**src/rtl/vu_level_ctrl_pkg.sv**
```systemverilog
// Shared definitions for the VU meter level path: FSM encodings and the
// default sample/level widths that the bar renderer also relies on.
package vu_level_ctrl_pkg;

    // Defaults shared with the renderer so both ends agree on bar resolution.
    localparam int SAMPLE_W_DEF    = 8;
    localparam int LEVEL_W_DEF     = 5;
    localparam int DECAY_STEP_DEF  = 1;
    localparam int HOLD_FRAMES_DEF = 30;

    // Commit sequencer state type and encodings.
    typedef logic [1:0] state_t;

    localparam state_t ST_IDLE      = 2'd0;
    localparam state_t ST_UPD_LEVEL = 2'd1;
    localparam state_t ST_UPD_PEAK  = 2'd2;

endpackage

```
**src/rtl/vu_peak_hold.sv**
```systemverilog
// Peak-hold marker for the VU bar. On each commit it either jumps up to the
// freshly committed level, freezes for a number of frames, or falls off
// towards the level one decay step per frame.
module vu_peak_hold
    import vu_level_ctrl_pkg::*;
#(
    parameter int LEVEL_W     = LEVEL_W_DEF,
    parameter int DECAY_STEP  = DECAY_STEP_DEF,
    parameter int HOLD_FRAMES = HOLD_FRAMES_DEF
) (
    input  logic               clk_board,
    input  logic               reset,
    input  logic               update,
    input  logic [LEVEL_W-1:0] level,
    output logic [LEVEL_W-1:0] peak
);

    localparam int                 HOLD_W    = $clog2(HOLD_FRAMES + 1);
    localparam logic [LEVEL_W-1:0] DECAY     = LEVEL_W'(DECAY_STEP);
    localparam logic [HOLD_W-1:0]  HOLD_INIT = HOLD_W'(HOLD_FRAMES);

    logic [HOLD_W-1:0]  hold;
    logic [HOLD_W-1:0]  hold_next;
    logic [LEVEL_W-1:0] peak_next;
    logic [LEVEL_W-1:0] peak_decayed;

    // Next peak/hold: new peak restarts the hold, otherwise count the hold
    // down before letting the marker fall (never below the level, never wrapping).
    always_comb begin
        peak_decayed = (peak > DECAY) ? (peak - DECAY) : '0;
        peak_next    = peak;
        hold_next    = hold;
        if (level >= peak) begin
            peak_next = level;
            hold_next = HOLD_INIT;
        end else if (hold != '0) begin
            hold_next = hold - 1'b1;
        end else if (level > peak_decayed) begin
            peak_next = level;
        end else begin
            peak_next = peak_decayed;
        end
    end

    // Peak register and hold counter only move on the commit cycle.
    always_ff @(posedge clk_board or negedge reset) begin
        if (!reset) begin
            peak <= '0;
            hold <= '0;
        end else if (update) begin
            peak <= peak_next;
            hold <= hold_next;
        end
    end

endmodule

```
**src/rtl/vu_level_ctrl.sv**
```systemverilog
// Frame-synchronous level scheduler between the UART receiver and the VGA
// bar renderer. Bytes arriving during a frame are reduced to their maximum;
// at frame start the maximum is committed as a new bar level (with fall-off)
// and a peak marker, so the renderer only ever sees whole-frame updates.
module vu_level_ctrl
    import vu_level_ctrl_pkg::*;
#(
    parameter int SAMPLE_W    = SAMPLE_W_DEF,
    parameter int LEVEL_W     = LEVEL_W_DEF,
    parameter int DECAY_STEP  = DECAY_STEP_DEF,
    parameter int HOLD_FRAMES = HOLD_FRAMES_DEF
) (
    input  logic                clk_board,
    input  logic                reset,
    input  logic                enable,
    input  logic [SAMPLE_W-1:0] rx_data,
    input  logic                rx_valid,
    input  logic                frame_start,
    output logic [LEVEL_W-1:0]  level,
    output logic [LEVEL_W-1:0]  peak,
    output logic                level_valid
);

    localparam int                 SHIFT = SAMPLE_W - LEVEL_W;
    localparam logic [LEVEL_W-1:0] DECAY = LEVEL_W'(DECAY_STEP);

    state_t              state;
    logic [SAMPLE_W-1:0] acc;
    logic [SAMPLE_W-1:0] cand;
    logic                take_frame;
    logic                sample_ok;
    logic [LEVEL_W-1:0]  target;
    logic [LEVEL_W-1:0]  level_decayed;
    logic [LEVEL_W-1:0]  level_next;

    // A new frame is only accepted while idle; enable gates both inputs.
    assign take_frame = (state == ST_IDLE) && frame_start && enable;
    assign sample_ok  = rx_valid && enable;

    // Running maximum of the current frame. On a commit the old maximum is
    // snapshotted and a byte arriving in that same cycle seeds the next frame.
    always_ff @(posedge clk_board or negedge reset) begin
        if (!reset) begin
            acc  <= '0;
            cand <= '0;
        end else if (take_frame) begin
            cand <= acc;
            acc  <= sample_ok ? rx_data : '0;
        end else if (sample_ok && (rx_data > acc)) begin
            acc <= rx_data;
        end
    end

    // Commit sequencer: once started, a commit always runs to completion,
    // regardless of enable or further frame_start pulses.
    always_ff @(posedge clk_board or negedge reset) begin
        if (!reset) begin
            state <= ST_IDLE;
        end else begin
            case (state)
                ST_IDLE:      if (take_frame) state <= ST_UPD_LEVEL;
                ST_UPD_LEVEL: state <= ST_UPD_PEAK;
                ST_UPD_PEAK:  state <= ST_IDLE;
                default:      state <= ST_IDLE;
            endcase
        end
    end

    // Bar level: rise instantly to the frame maximum, fall by at most one
    // decay step per frame, clamped at zero.
    always_comb begin
        target        = LEVEL_W'(cand >> SHIFT);
        level_decayed = (level > DECAY) ? (level - DECAY) : '0;
        level_next    = level_decayed;
        if (target >= level) begin
            level_next = target;
        end else if (target > level_decayed) begin
            level_next = target;
        end
    end

    // Level register is written one cycle after the frame is accepted.
    always_ff @(posedge clk_board or negedge reset) begin
        if (!reset) begin
            level <= '0;
        end else if (state == ST_UPD_LEVEL) begin
            level <= level_next;
        end
    end

    // Valid pulse lines up with the peak register update, one cycle after level.
    always_ff @(posedge clk_board or negedge reset) begin
        if (!reset) begin
            level_valid <= 1'b0;
        end else begin
            level_valid <= (state == ST_UPD_PEAK);
        end
    end

    vu_peak_hold #(
        .LEVEL_W     (LEVEL_W),
        .DECAY_STEP  (DECAY_STEP),
        .HOLD_FRAMES (HOLD_FRAMES)
    ) u_peak_hold (
        .clk_board (clk_board),
        .reset     (reset),
        .update    (state == ST_UPD_PEAK),
        .level     (level),
        .peak      (peak)
    );

endmodule

```
**config.mk**
```make
export PLATFORM = sky130hd
export DESIGN_NAME = vu_level_ctrl
export DESIGN_NICKNAME = d
export VERILOG_FILES = /design/src/rtl/vu_level_ctrl_pkg.sv /design/src/rtl/vu_peak_hold.sv /design/src/rtl/vu_level_ctrl.sv
export SDC_FILE = /design/constraint.sdc
export NUM_CORES = 1
export LEC_CHECK = 0
export ABC_AREA = 1
export CORE_MARGIN = 1.5
export CORE_UTILIZATION = 45
export CTS_BUF_LIST = sky130_fd_sc_hd__clkbuf_2
export CTS_CLUSTER_SIZE = 8
export DETAILED_ROUTE_END_ITERATION = 7
export PLACE_DENSITY = 0.68
export SLEW_MARGIN = 25
export SYNTH_ARGS = -nofsm -noshare
export SYNTH_HDL_FRONTEND = slang
export SYNTH_HIERARCHICAL = 1
export SYNTH_SLANG_ARGS = --single-unit
```
**constraint.sdc**
```tcl
create_clock -name clk_board -period 2 [get_ports clk_board]
set_clock_uncertainty 0.05 [all_clocks]
set_input_delay 0.6 -clock clk_board [delete_from_list [all_inputs] [get_ports clk_board]]
set_output_delay 0.6 -clock clk_board [all_outputs]
set_load 0.01 [all_outputs]
```
# Yosys cells after proc, flatten, opt, wreduce, memory -nomap -nowiden
# Cells that the tools add are included.
classes:
  add_sub_neg: 3
  order_cmp: 7
  n_eq_ne: 4
  n_mux: 14
  reduce_logical: 10
ops:
  columns: ["operator", "n"]
  rows:
  - ["two-way mux 5 bit", 9]
  - ["two-way mux 8 bit", 3]
  - ["subtractor 5 x 1 -> 5 bit, second input constant", 3]
  - [">= comparator 5 bit", 2]
  - ["> comparator 5 x 1 -> 1 bit, second input constant", 2]
  - ["> comparator 5 bit", 2]
  - ["> comparator 8 bit", 1]
  - ["nonzero test 5 bit", 1]
  - ["logical AND 1 bit", 4]
  - ["one-hot mux 2 bit (2 select lines)", 1]
  - ["AND reduction 2 bit", 2]
  - ["nonzero test 2 bit", 2]
  - ["== test 2 x 1 -> 1 bit, second input constant", 1]
  - ["== test 2 bit, second input constant", 1]
  - ["zero test 2 bit", 1]
  - ["two-way mux 2 bit", 1]
  - ["!= test 2 x 1 -> 1 bit, second input constant", 1]
  - ["!= test 2 bit, second input constant", 1]
totals:
  ff_bits: 34
  inputBits: 13
  out_inout_bits: 11

# Depth between registers and ports, before layout
# Gate-level depths: netlist (run 1).
depth:
  word_depth: 6
  mapped_depth: 17

# Cells and area by module
# The synthesis (run 1) kept the hierarchy.
by_module_without_submodules:
  columns: ["mod", "instances", "cells_per_inst", "area_each_um2", "seq_area_each_um2"]
  rows:
  - ["vu_level_ctrl", 1, 210, 1576.5, 525.5]
  - ["vu_peak_hold", 1, 141, 982.2, 250.2]

# Worst setup path before layout (run 1)
# OpenSTA, ideal clock, no wires.
synth_timing:
  kind: "flip-flop to flip-flop"
  startpoint: "reg level[1]"
  endpoint: "reg level[0]"
  setup_ps: 117
  arrival_time_ps: 2003
  t_required_ps: 1833
  path_slack_ps: -170
  stages_incl_launch_ff: 16
  n_path_buf: 0
  period_less_slack_ps: 2170
  cell_sequence: "dfrtp_1 > inv_1 > ha_1 > o21bai_1 > nand3_2 > nand3_1 > ha_1 > nand2_1 > nor2_1 > nand2_1 > nand3_2 > nand2_4 > nand2_4 > nand2_1 > nand3_1 > nand2_1"
synth_via:
  elab_chain_cells: 5
synth_lines:
  columns: ["item", "line", "source"]
  rows:
  - ["from (decl)", "vu_level_ctrl.sv:19", "output logic [LEVEL_W-1:0] level,"]
  - ["from (signal assigned)", "vu_level_ctrl.sv:87", "level <= level_next;"]
  - ["subtractor 5 x 1 -> 5 bit or > comparator 5 x 1 -> 1 bit (tied branches)", "vu_level_ctrl.sv:73", "level_decayed = (level > DECAY) ? (level - DECAY) : '0;"]
  - ["two-way mux 5 bit", "vu_level_ctrl.sv:73", null]
  - ["> comparator 5 bit", "vu_level_ctrl.sv:77", "end else if (target > level_decayed) begin"]
  - ["two-way mux 5 bit", "vu_level_ctrl.sv:77", null]
  - ["two-way mux 5 bit (*)", "vu_level_ctrl.sv:75", "if (target >= level) begin"]
# Every way passes the cells marked *; elsewhere a longest branch is shown, timed or not.
# A chain may end at the register's enable or synchronous reset.

# Worst setup path in the final report (run 1)
layout_timing:
  startpoint: "reg level[0]"
  endpoint: "reg level[1]"
# The elaborated chain is that of the path after synthesis.

==> results of run 1 <==
==> flip-flops by register name, indices dropped and copies added (netlist names) <==
register and count:
cand 5, state 2, level 5, acc 8
level_valid 1, u_peak_hold/hold 5, u_peak_hold/peak 5
==> cells by family after synthesis <==
family                     Yosys count  synth area share [%]
adders and majority gates           34                 16.63
xor gates and xnor gates             3                 1.027
buffers and inverters               67                 10.17
and+or+nand+nor                    194                 36.33
DFF                                 31                 30.32
AOI/OAI and AO/OA                   22                 5.526
==> worst paths after layout <==
check,endpoint,slack (ps),cells past startpoint
max,level[1],-140,14
min,cand[3],460,2
max reg2reg,level[1],-140,14
min reg2reg,cand[3],460,2
max in group asynchronous,acc[5],1040,2
min in group asynchronous,u_peak_hold/peak[4],550,2
==> cell type report <==
type                            count  area (sq um)
Clock buffer                        6         30.03
Sequential cell                    31         783.3
Fill cell                         477          1866
Tap cell                           72         90.09
Multi-Input combinational cell    253          1928
Inverter                           65         254.0
Timing Repair Buffer               67         548.0
Clock inverter                      2         7.507
==> what timing repair did <==
action | CTS | global route
setup buffers | 6 | 8
pin swaps | 21 | 22
endpoints found under the setup margin | 20 | 11
resized for setup | 39 | 52
==> metrics by stage <==
| step | setup TNS [ps] | cells | total power (uW) |
|---|---|---|---|
| 2_1_floorplan | -142.6 | 351 | 3699 |
| 3_3_place_gp | -2323 | 474 | 4813 |
| 3_5_place_dp | -3152 | 474 | 4924 |
| 4_1_cts | -999.7 | 488 | 5655 |
| 5_1_grt | -2272 | 496 | 7476 |
| 6_report | -1196 | 496 | 6871 |
==> per-layer routing <==
metal | global-route usage (%) | wire (um) | share of wire, %
met1 | 26.46 | 2842 | 45
met5 | 0 | 0 | 0
met4 | 8.571 | 71 | 1.1
met3 | 3.488 | 175 | 2.7
met2 | 35.30 | 3294 | 52
==> cells in the mapped netlist (all sizes together) <==
| cell type | number |
|---|---|
| and3 | 1 |
| inv | 64 |
| nor2 | 25 |
| ha | 34 |
| or2 | 1 |
| xor2 | 3 |
| o21a | 1 |
| nand2 | 113 |
| nand3 | 48 |
| clkinv | 1 |
| dfrtp | 31 |
| o21bai | 2 |
| nor3 | 2 |
| buf | 2 |
| nand4 | 4 |
| a31oi | 1 |
| a21oi | 9 |
| o21ai | 9 |
==> worst register-to-register path, delay by kind of cell (launching register included) <==
kind            cells  cell delay [ps]
fa+ha+maj           2              450
simple gates       10              810
compound gates      2              260
flops               1              480
==> where the power goes <==
| part | internal (uW) | switching, uW | total, uW |
|---|---|---|---|
| Combinational | 2430 | 3050 | 5480 |
| Sequential | 849 | 245 | 1090 |
| Clock | 84.2 | 215 | 299 |
==> impl_metrics.yaml, run 1 <==
setup_path:
  regToRegStartpoint: "level[0]"
  slowest_delay_ps: 480
  required_ps: 2230
  crit_path_start: "level[0]"
  cpLargestDelayFamily: "simple AND/OR/NAND/NOR gates"
  cpMaxStageDelayCell: "dfrtp_2"
  crit_top_cell: "nand2_2"
  critical_path_buf_inv_count: 0
  crit_type: "register to register"
  cp-start-kind: "register"
  crit_chain: "ha_4 -> o21bai_4 -> nand3_4 -> o21ai_4 -> ha_4 -> nand2_2 -> nor2_4 -> nand2_2 -> nand3_2 -> nand2_4 -> nand2_4 -> nand2_2 -> nand3_2 -> nand2_2"
  crit_arrival_ps: 2370
  worstSetupEndpointType: "register"
  worstPathMaxFanout: 6
floorplan:
  die_area_sq_um: 6147
  rows: 27
  die_x_um: 78.41
  top_level_ports: 24
  core-area_sq_um: 5507
  initial_core_util_pct: 46.47
  die_y_um: 78.41
sta:
  final_hold_viol_count: 0
  finalSetupViolCount: 10
  worst_hold_slack_ps: 458.9
  fmax_mhz: 466.8
  max_slew_margin_pct: 71.82
  worst_slew_pin_slew_ps: 422.3
  report.final.slew_viol_count: 0
  fin_crit_ps: 2142
  setup_ws_ps: -142.2
  rsz0062_at_grt: "yes"
  period_share_pct: 107.1
min_path:
  hold_path.class: "register to register"
  worstHoldStart: "cand[3]"
clock_tree:
  cts_buffers: 5
  clock_latency_ps: 360
  cts_sinks: 31
  cts_max_path_buffers: 2
  cts_tree: "yes"
  root_buffer: "clkbuf_2"
  clkTransAtPathRegs_ps: 170
  htreeDepth: 2
  cts_hold_buf: 0
route:
  drc: 0
  first_iter_violations: 91
  vias: 2448
  via_per_inst: 4.935
  dr.pass1.iters: 7
  routed_wl_mm: 6.383
  antenna_left: 0
  wl_per_cell_um: 12.87
placement:
  place_area_sq_um: 3156
  numPortBuffers: 23
  gp_congestion: 0.8652
  dpl.hpwl_mm: 4.357
  preCtsSetupSlack_ps: -235.8
cells_and_area:
  nets: 470
  fin_util_pct: 66.12
  area_delta_synth_final_pct: 42.30
  final_common_cell: "nand2_1"
  n_antenna_cell: 0
  final_cell_mix: "73 x nand2_1, 50 x inv_1, 42 x buf_4"
  drive_above_1_share_pct: 38.68
  design_area_sq_um: 3641
global_routing:
  grtUsageTotal_pct: 20.90
  grt_max_degree: 32
  grt_overflow: 0
  grt_pass1_vias: 2367
  antenna_found_initial: 0
  grt_first_pass_wirelength_mm: 10.09
run_status:
  failed_checks: "negative setup slack"
  status: "finished, violations left"
yosys:
  yosysWarnings: 6
  netlist_top_cells_area: "dfrtp_1 30%, ha_1 17%, nand2_1 14%, nand3_1 8.8%, inv_1 7.8%"
  syn_area_per_cell_sq_um: 7.290
  synth_top_area_share_pct: 30.32
  syn-num-nets: 398
  netlist_instances: 351
  synth_top_cell_by_area: "dfrtp_1"
  netlist_area_sq_um: 2559
  synth_seq_cells: 31
  synth.distinct_cells: 31
  synth_seq_area_share_pct: 30.32
power_and_ir_drop:
  power_density_nw_per_um2: 1887
  leakage_uw: 0.001886
  ir_worst_vdd_mv: 1.032
job:
  cap_violations: 0
Power figures use the tool's default switching activity.
==> inputs of run 2 (changes only) <==
Settings changed: CORE_UTILIZATION 45 to 30, PLACE_DENSITY 0.68 to default.
==> impl_metrics.yaml, run 2 (synthesis results as in run 1) <==
run_status:
  status: "finished, violations left"
  failed_checks: "negative setup slack"
route:
  antenna_left: 0
  dr.pass1.iters: 4
  routed_wl_mm: 5.963
  first_iter_violations: 67
  via_per_inst: 4.503
  wl_per_cell_um: 11.31
  drc: 0
  vias: 2373
setup_path:
  crit_arrival_ps: 2370
  crit_type: "register to register"
  worstSetupEndpointType: "register"
  worstPathMaxFanout: 6
  cp-start-kind: "register"
  required_ps: 2230
sta:
  fin_crit_ps: 2142
  setup-tns-final_ps: -872.7
  final_hold_viol_count: 0
  finalSetupViolCount: 10
  fmax_mhz: 466.8
  worst_slew_pin_slew_ps: 406.9
  setup_ws_ps: -142.1
  report.final.slew_viol_count: 0
  period_share_pct: 107.1
  max_slew_margin_pct: 72.84
  rsz0062_at_grt: "yes"
cells_and_area:
  largest_reg_flops: 8
  final_cells: 527
  area_delta_synth_final_pct: 44.74
  nets: 468
  n_fill_cell: 829
  fin_util_pct: 44.85
  top_register: "acc"
  n_antenna_cell: 0
  final_common_cell: "nand2_1"
  design_area_sq_um: 3704
  drive_above_1_share_pct: 37.91
  final_cell_mix: "74 x nand2_1, 50 x inv_1, 41 x buf_4"
placement:
  place_area_sq_um: 3204
  preCtsSetupSlack_ps: -227.1
  numPortBuffers: 23
  gp_congestion: 0.8454
  dp.cells: 508
  dpl.hpwl_mm: 4.539
global_routing:
  grt_first_pass_wirelength_mm: 10.18
  grt_pass1_vias: 2280
  grtUsageTotal_pct: 14.30
  antenna_found_initial: 0
  grt_max_degree: 32
  grt_overflow: 0
clock_tree:
  cts_buffers: 5
  cts_sinks: 31
  clkTransAtPathRegs_ps: 160
  root_buffer: "clkbuf_2"
  htreeDepth: 2
  clock_latency_ps: 380
  cts_tree: "yes"
  cts_hold_buf: 0
  cts_max_path_buffers: 2
power_and_ir_drop:
  leakage_uw: 0.001893
  ir_worst_vdd_mv: 0.5407
  power_density_nw_per_um2: 1858
job:
  cap_violations: 0
floorplan:
  die_x_um: 95.35
  initial_core_util_pct: 30.98
  die_area_sq_um: 9092
  top_level_ports: 24
  die_y_um: 95.35
  core-area_sq_um: 8258
  rows: 33
min_path:
  hold_path.class: "register to register"
-- run 2: where the power goes --
group	switching, uW	internal (uW)
clock network	232	206
registers	229	850
logic	2950	2410
-- run 2: per-stage QoR --
step / power, uW / hold WS [ps]
6_report: 6880 / 465.4
5_1_grt: 7584 / 512.5
4_1_cts: 5991 / 470.9
3_5_place_dp: 4966 / 432.8
3_3_place_gp: 4836 / 424.8
2_1_floorplan: 3699 / 254.4
-- run 2: cell type report --
| class | instances | area [sq um] | area share [%] |
|---|---|---|---|
| inverter | 65 | 254.0 | 6.858 |
| tap | 105 | 131.4 | 3.547 |
| sequential | 31 | 784.5 | 21.18 |
| clock buffer | 5 | 25.02 | 0.6757 |
| timing repair buffer | 65 | 530.5 | 14.32 |
| multi-input combinational | 253 | 1939 | 52.36 |
| clock inverter | 3 | 38.79 | 1.047 |
-- run 2: worst paths after layout --
path,from,end,slack [ps],cells after the start
setup / recovery,level[0],level[0],-140,14
max in group asynchronous,reset,level[1],1050,2
hold / removal,cand[3],cand[3],470,2
setup reg to reg,level[0],level[0],-140,14
min in group asynchronous,reset,u_peak_hold/peak[2],530,2
hold reg to reg,cand[3],cand[3],470,2
-- run 2: critical path, stage by stage (launching register included) --
cell and delay [ps]:
dfrtp_2 480, ha_4 160, o21bai_4 170, nand3_4 120
o21ai_4 100, ha_4 280, nand2_2 60, nor2_4 110
nand2_2 60, nand3_2 90, nand2_4 90, nand2_8 110
nand2_2 60, nand3_2 50, nand2_1 50
-- run 2: metal layers --
| layer | track usage [%] | share of wire, % | vias to the layer above |
|---|---|---|---|
| met2 | 23.35 | 47 | 31 |
| met3 | 2.632 | 2.9 | 6 |
| met4 | 3.358 | 0.99 | 0 |
| met5 | 0 | 0 | - |
| met1 | 19.43 | 49 | 1086 |
| li1 | - | - | 1250 |
-- run 2: timing repair --
action | 4_1_cts | 5_1_grt
gates resized for setup | 45 | 49
hold endpoints to repair | 0 | 0
pin swaps | 27 | 29
setup endpoints to repair | 20 | 12
buffers inserted | 8 | 3
